==> src/rtl/param_bus_cpu.sv <==
// param_bus_cpu: parametrised multi-cycle bus CPU.
// FETCH -> DECODE -> (EXEC -> WB) -> FETCH, with HALT as an absorbing state.
// Internal bus is a mux that reads zero when nothing drives it.
// Optional feature macro: CPU_MUL_EN (op B becomes an unsigned multiply on the ALU path).
module param_bus_cpu #(
  parameter int  DATA_W  = 16,
  parameter int  NREGS   = 8,
  parameter int  PC_W    = 6,
  localparam int RSEL_W  = $clog2(NREGS),
  localparam int INSTR_W = 4 + 2*RSEL_W
) (
  input  logic               clk,
  input  logic               rst,
  output logic [PC_W-1:0]    imem_addr,
  input  logic [INSTR_W-1:0] imem_data,
  input  logic [DATA_W-1:0]  data_in,
  output logic [DATA_W-1:0]  bus_out,
  output logic               done,
  output logic               halted,
  output logic               flag_z,
  output logic               flag_c
);

  localparam logic [3:0] OP_MOV  = 4'h1;
  localparam logic [3:0] OP_LDD  = 4'h2;
  localparam logic [3:0] OP_ADD  = 4'h3;
  localparam logic [3:0] OP_SUB  = 4'h4;
  localparam logic [3:0] OP_XOR  = 4'h5;
  localparam logic [3:0] OP_AND  = 4'h6;
  localparam logic [3:0] OP_BZ   = 4'h7;
  localparam logic [3:0] OP_B    = 4'h8;
  localparam logic [3:0] OP_BL   = 4'h9;
  localparam logic [3:0] OP_BX   = 4'hA;
`ifdef CPU_MUL_EN
  localparam logic [3:0] OP_MUL  = 4'hB;
`endif
  localparam logic [3:0] OP_HALT = 4'hF;

  typedef enum logic [2:0] {S_FETCH, S_DECODE, S_EXEC, S_WB, S_HALTED} state_t;

  state_t                         state_q, state_d;
  logic [PC_W-1:0]                pc_q, pc_d;
  logic [INSTR_W-1:0]             ir_q, ir_d;
  logic [DATA_W-1:0]              a_q, a_d, g_q, g_d;
  logic [NREGS-1:0][DATA_W-1:0]   regs_q, regs_d;
  logic                           done_q, done_d, halted_q, halted_d;
  logic                           z_q, z_d, c_q, c_d;
  logic [DATA_W-1:0]              bus;

  logic [3:0]        op;
  logic [RSEL_W-1:0] rx, ry;
  logic [DATA_W-1:0] rx_val, ry_val, alu_res;
  logic [PC_W-1:0]   br_addr;
  logic [DATA_W:0]   sum, diff;
  logic              is_alu;

  assign op      = ir_q[INSTR_W-1 -: 4];
  assign rx      = ir_q[2*RSEL_W-1 -: RSEL_W];
  assign ry      = ir_q[RSEL_W-1:0];
  assign rx_val  = regs_q[rx];
  assign ry_val  = regs_q[ry];
  assign br_addr = PC_W'({rx, ry});
  // Extra top bit carries out (ADD) or borrows (SUB).
  assign sum     = {1'b0, a_q} + {1'b0, ry_val};
  assign diff    = {1'b0, a_q} - {1'b0, ry_val};

  // Classify ops that take the EXEC/WB path.
  always_comb begin
    is_alu = (op == OP_ADD) || (op == OP_SUB) || (op == OP_XOR) || (op == OP_AND);
`ifdef CPU_MUL_EN
    if (op == OP_MUL) is_alu = 1'b1;
`endif
  end

  // ALU result from the A latch and R[ry].
  always_comb begin
    alu_res = '0;
    case (op)
      OP_ADD:  alu_res = sum[DATA_W-1:0];
      OP_SUB:  alu_res = diff[DATA_W-1:0];
      OP_XOR:  alu_res = a_q ^ ry_val;
      OP_AND:  alu_res = a_q & ry_val;
`ifdef CPU_MUL_EN
      OP_MUL:  alu_res = a_q * ry_val;
`endif
      default: alu_res = '0;
    endcase
  end

  // Next-state, datapath writes and bus mux; at most one register write per cycle.
  always_comb begin
    state_d  = state_q;
    pc_d     = pc_q;
    ir_d     = ir_q;
    a_d      = a_q;
    g_d      = g_q;
    regs_d   = regs_q;
    done_d   = 1'b0;
    halted_d = halted_q;
    z_d      = z_q;
    c_d      = c_q;
    bus      = '0;
    case (state_q)
      S_FETCH: begin
        ir_d    = imem_data;
        pc_d    = pc_q + PC_W'(1);
        state_d = S_DECODE;
      end
      S_DECODE: begin
        state_d = S_FETCH;
        done_d  = 1'b1;
        if (is_alu) begin
          bus     = rx_val;
          a_d     = rx_val;
          state_d = S_EXEC;
          done_d  = 1'b0;
        end else begin
          case (op)
            OP_MOV: begin bus = ry_val;  regs_d[rx] = ry_val;  end
            OP_LDD: begin bus = data_in; regs_d[rx] = data_in; end
            OP_BZ:  if (z_q) pc_d = br_addr;
            OP_B:   pc_d = br_addr;
            OP_BL: begin
              // pc_q already points past the BL, which is the return address.
              bus               = DATA_W'(pc_q);
              regs_d[NREGS-1]   = DATA_W'(pc_q);
              pc_d              = br_addr;
            end
            OP_BX: begin bus = rx_val; pc_d = PC_W'(rx_val); end
            OP_HALT: begin
              state_d  = S_HALTED;
              halted_d = 1'b1;
              done_d   = 1'b0;
            end
            default: ;
          endcase
        end
      end
      S_EXEC: begin
        bus     = ry_val;
        g_d     = alu_res;
        z_d     = (alu_res == '0);
        if (op == OP_ADD) c_d = sum[DATA_W];
        if (op == OP_SUB) c_d = diff[DATA_W];
        state_d = S_WB;
      end
      S_WB: begin
        bus        = g_q;
        regs_d[rx] = g_q;
        done_d     = 1'b1;
        state_d    = S_FETCH;
      end
      default: ;
    endcase
  end

  // State registers; synchronous active-low reset discards any instruction in flight.
  always_ff @(posedge clk) begin
    if (!rst) begin
      state_q  <= S_FETCH;
      pc_q     <= '0;
      ir_q     <= '0;
      a_q      <= '0;
      g_q      <= '0;
      regs_q   <= '0;
      done_q   <= 1'b0;
      halted_q <= 1'b0;
      z_q      <= 1'b0;
      c_q      <= 1'b0;
    end else begin
      state_q  <= state_d;
      pc_q     <= pc_d;
      ir_q     <= ir_d;
      a_q      <= a_d;
      g_q      <= g_d;
      regs_q   <= regs_d;
      done_q   <= done_d;
      halted_q <= halted_d;
      z_q      <= z_d;
      c_q      <= c_d;
    end
  end

  assign imem_addr = pc_q;
  assign bus_out   = bus;
  assign done      = done_q;
  assign halted    = halted_q;
  assign flag_z    = z_q;
  assign flag_c    = c_q;

endmodule

==> config.mk <==
export PLATFORM = sky130hd
export DESIGN_NAME = param_bus_cpu
export DESIGN_NICKNAME = d
export VERILOG_FILES = /design/src/rtl/param_bus_cpu.sv
export SDC_FILE = /design/constraint.sdc
export NUM_CORES = 1
export LEC_CHECK = 0
export ABC_AREA = 1
export CELL_PAD_IN_SITES_DETAIL_PLACEMENT = 0
export CELL_PAD_IN_SITES_GLOBAL_PLACEMENT = 1
export CORE_UTILIZATION = 44
export CTS_BUF_LIST = sky130_fd_sc_hd__clkbuf_8
export DETAILED_ROUTE_END_ITERATION = 7
export DONT_BUFFER_PORTS = 1
export PLACE_DENSITY = 0.83
export SYNTH_ARGS = -nofsm -noshare
export SYNTH_HDL_FRONTEND = slang
export SYNTH_SLANG_ARGS = --single-unit
==> constraint.sdc <==
create_clock -name clk -period 9.6 [get_ports clk]
set_clock_uncertainty 0.1 [all_clocks]
set_input_delay 0.96 -clock clk [delete_from_list [all_inputs] [get_ports clk]]
set_output_delay 0.96 -clock clk [all_outputs]
set_load 0.02 [all_outputs]
Word level (Yosys, flattened, before mapping)
Cells that the tools add are included.
- magnitude comparators: 3
- bitwise operators: 3
- reduce and logical (&&, ||, !) cells: 17
- equality and inequality tests: 19
- multiplexer cells: 29
- add/subtract/negate cells: 3
- operators by type and width (kind ; number):
    $bwmux W128 ; 3
    $pmux W128 S2 ; 1
    $pmux W112 S2 ; 1
    $mux W128 ; 1
    $pmux W16 S4 ; 2
    $bmux W16 S3 ; 2
    $pmux W16 S3 ; 2
    $mux W16 ; 4
    $demux W16 S3 ; 1
    $pmux W6 S3 ; 1
    $add A16 B16 Y17 ; 1
    $sub A16 B16 Y17 ; 1
    $and A16 B16 Y16 ; 1
    $eq A4 B3 Y1 const B ; 4
    $eq A4 B4 Y1 const B ; 4
    $logic_not A16 Y1 ; 1
    $xor A16 B16 Y16 ; 1
    $mux W6 ; 2
    $pmux W3 S4 ; 1
    $pmux W6 S2 ; 1
    $reduce_and A3 Y1 ; 3
    $eq A4 B2 Y1 const B ; 2
    $lt A3 B4 Y1 const B ; 2
    $add A6 B1 Y6 const B ; 1
    other kinds (20) ; 31
- flip-flop bits (word level): 183
- output and inout bits: 26
- word-level logic and storage cells: 91

Longest topological paths before layout
- word-level depth: 8
- depth in mapped cells: 25

Least setup slack after synthesis
OpenSTA, ideal clock, no wires.
- path type: register -> register
- start point: register ir_q[0]
- end point: register z_q (netlist: flag_z)
- setup time: 0.065 ns
- path slack: 6.525 ns
- buffers on the path: 2
- required time: 9.435 ns
- arrival time: 2.910 ns
- stages on the path, launching flop included: 25
- cells stage by stage: dfxtp_1 > inv_1 > buf_2 > buf_2 > o21ai_0 > nand2_1 > nand2_1 > o21a_1 > inv_1 > ha_1 > fa_1 > or2_2 > nand3_1 > nand2_1 > nor2_1 > nand2_1 > nor2_1 > nand2_1 > nor2_1 > nand2_1 > nor2_1 > nand2_1 > nor2_1 > nor2_1 > nor2_1
- longest elaborated chain between the ends: 5
- elaborated cells between the ends (all ways): 8
- those cells by class: add/sub (2); mux (3); bitwise (2); reduce/logical (1)
- ends and longest elaborated chain (what ; line ; RTL):
    start, declared ; 43 ; logic [INSTR_W-1:0] ir_q, ir_d;
    start signal, assigned ; 173 ; ir_q <= ir_d;
    $bmux W16 S3 * ; 61 ; assign ry_val = regs_q[ry];
    $mux W16 (implied by the code) * ; 61 ;
    $sub A16 B16 Y17 (tied with other cells) ; 65 ; assign diff = {1'b0, a_q} - {1'b0, ry_val};
    $pmux W16 S4 * ; 78 ; case (op)
    $logic_not A16 Y1 * ; 142 ; z_d = (alu_res == '0);
    end signal, assigned ; 179 ; z_q <= z_d;
    end, declared ; 47 ; logic z_q, z_d, c_q, c_d;
Mark *: on every way between the ends. The rest lies on a longest branch, timed or not. The select of a mux whose other input is x is not followed.
A chain may end at the register's enable or synchronous reset.

Worst setup path after layout
- start point: register ir_q[4]
- end point: output port bus_out[14]
- longest elaborated chain between the ends: 5
- ends and longest elaborated chain (what ; line ; RTL):
    $bmux W16 S3 * ; 60 ; assign rx_val = regs_q[rx];
    $mux W16 (implied by the code) * ; 60 ;
    $pmux W16 S4 ; 118 ; case (op)
    $mux W16 * ; 112 ; if (is_alu) begin
    $pmux W16 S3 * ; 103 ; case (state_q)
    end, declared ; 17 ; output logic [DATA_W-1:0] bus_out,
Marks and branches as above.

==> results.json <==
{
  "clk_latency_ns": 0.48,
  "grt_pass1_wl_mm": 67.5,
  "crit_path_start_kind": "flop",
  "cts_tree": "built",
  "synth_nets": 2163,
  "fin_setup_tns_ns": 0,
  "cp_max_fo": 38,
  "async_flop_share_pct": 0,
  "final_common_cell": "inv_1",
  "grt_usage_pct": 30.0,
  "relSlewSlack_pct": 19.4,
  "dieHeight_um": 172,
  "p_leak_nw": 6.21,
  "synthCells": 2092,
  "initial_core_util_pct": 45.3,
  "ys_ff_latch": 183,
  "finalCritPeriodShare_pct": 50.5,
  "ant_nets": 0,
  "worstMarginPinSlew_ns": 1.21,
  "synth_ff_type": "dfxtp_1",
  "final_cell_mix": "inv_1 (419), nand2_1 (373), o21ai_0 (278)",
  "ys_warn_count": 0,
  "vias": 13275,
  "synth_edf_count": 0,
  "dieArea_um2": 29600,
  "root_buffer": "clkbuf_8",
  "nFillCells": 3124,
  "gp_congestion": 0.929,
  "drt-total-wl_mm": 44.3,
  "core_um2": 28100,
  "postCtsSetupRepairBufs": 0,
  "syn_to_final_growth_pct": 4.00,
  "clockBufferDepth": 2,
  "overflow": 0,
  "dp_hpwl_mm": 31.8,
  "core.rowCount": 61,
  "drv_cap": 0,
  "clk_pin_slew_ns": 0.10,
  "crit_chain": "nand3_2 -> clkinv_1 -> buf_4 -> a21oi_1 -> o2111ai_1 -> a21boi_0 -> o21ai_0",
  "portBuffers": 0,
  "fin_ws_ns": 4.75,
  "min_period_ns": 4.85,
  "avgSynthCellArea_um2": 6.08,
  "die_w_um": 172,
  "ys_types": 46,
  "dp_slack_ns": 4.99,
  "antenna_found_initial": 0,
  "synth_area_um2": 12700,
  "hold_viol": 0,
  "cpPeakStageDelay_ns": 0.76,
  "dr.first_iter.drc_count": 1354,
  "ir_drop_mv": 0.0765,
  "vias_per_cell": 5.52,
  "rrSetupSlack_ns": 4.90,
  "rsz0062_at_grt": "false",
  "holdWs_ns": 0.377,
  "n_antenna_cell": 0,
  "wire_per_inst_um": 18.4,
  "cp-end-kind": "output port",
  "fin_nets": 2085,
  "crit_arrival_ns": 3.79,
  "seq_area_frac_synth_pct": 28.8,
  "drc": 0,
  "path_class": "reg2out",
  "max_freq_mhz": 206,
  "htreeDepth": 4,
  "cts_num_sinks": 183,
  "power_w": 0.00194,
  "cts_made_buffers": 17,
  "setup_violations": 0,
  "first_pass_iters": 5,
  "grt_max_degree": 77,
  "finalCoreUtilization_pct": 47.1,
  "cp_slowest_cell": "o21ai_0",
  "holdCritPathClass": "reg2reg",
  "power.density_nw_per_um2": 146,
  "ctsHoldBuffers": 0,
  "outcome": "completed",
  "ctsResizeCount": 0,
  "grt_pass1_vias": 11510,
  "crit_required_ns": 8.54,
  "pin_count": 54,
  "drv_slew": 0,
  "drive_above_1_share_pct": 4.09
}
## final cells by class
cell class	instances	area [um2]	share of cell area, %
clock buffer	21	289	2.19
clock inverter	11	100	0.757
inverter	436	1640	12.4
multi-input combinational	1359	6930	52.4
sequential	183	3660	27.7
tap	378	473	3.58
timing repair buffer	17	128	0.965
## flip-flops by register name (all words and copies together) (netlist names), 3 cells and up
| register | cells |
|---|---|
| g_q | 16 |
| a_q | 16 |
| imem_addr | 6 |
| ir_q | 10 |
| regs_q | 128 |
| state_q | 3 |
## synth_stat cells, types with 2 or more instances
master / count / share of area [%]
inv_1: 419 / 12
nand2_1: 373 / 11
o21ai_0: 278 / 11
a21oi_1: 258 / 10
dfxtp_1: 183 / 29
nand3_1: 119 / 4.7
nor2_1: 111 / 3.3
clkbuf_1: 64 / 1.9
o22ai_1: 49 / 2.4
ha_1: 41 / 4.0
buf_2: 39 / 1.5
nand4_1: 23 / 1.1
a31oi_1: 16 / 0.79
o2111ai_1: 13 / 0.90
inv_2: 11 / 0.32
a22oi_1: 9 / 0.53
o211ai_1: 9 / 0.53
a211oi_1: 8 / 0.47
buf_1: 8 / 0.24
clkinv_1: 6 / 0.18
nor3_1: 6 / 0.24
nand3b_1: 5 / 0.30
o221ai_1: 5 / 0.34
nor2_4: 4 / 0.35
or2_2: 4 / 0.20
a221oi_1: 3 / 0.21
nor2_2: 3 / 0.15
xor2_1: 3 / 0.21
fa_1: 2 / 0.31
nand2_2: 2 / 0.098
nor3_4: 2 / 0.26
o21ai_1: 2 / 0.079
## kinds of logic after synthesis
| logic type | count (synthesis) | synth area share [%] |
|---|---|---|
| buffers and inverters | 550 | 16.7 |
| flip-flops | 183 | 28.8 |
| AND/OR/NAND/NOR | 656 | 21.9 |
| XOR/XNOR | 3 | 0.207 |
| AO/OA/AOI/OAI | 657 | 28.0 |
| adder cells (fa/ha/maj) | 43 | 4.35 |
## through the flow
| stage | cell area, um2 | instances |
|---|---|---|
| floorplan | 12700 | 2092 |
| global placement | 12800 | 2373 |
| detailed placement | 12800 | 2373 |
| CTS | 13200 | 2405 |
| global route | 13200 | 2405 |
| finish | 13200 | 2405 |
## per-layer routing
metal	share of wire, %	track usage, %	vias to the layer above
met5	0	0	-
met4	3.6	12.2	0
met3	6.9	4.46	81
li1	-	-	6633
met1	45	40.5	6108
met2	45	47.5	453
## where the power goes
group	total, W	internal, W	switching [W]
combinational	0.000572	0.000146	0.000426
clock	0.000531	0.000232	0.000299
sequential	0.000832	0.000795	0.0000369
## worst max-delay path: cells and delay by family (launching register included)
| kind | cells | cell delay (ns) |
|---|---|---|
| buf+inv | 2 | 0.86 |
| flops | 1 | 0.54 |
| compound gates | 4 | 1.28 |
| simple gates | 1 | 0.62 |
## final timing paths
path / startpoint / to / cells after the start
setup reg to reg: ir_q[2] / flag_c / 17
hold / removal: g_q[3] / g_q[3] / 2
hold reg to reg: g_q[3] / g_q[3] / 2
setup / recovery: ir_q[4] / bus_out[14] / 7
(Power assumes the default switching activity.)
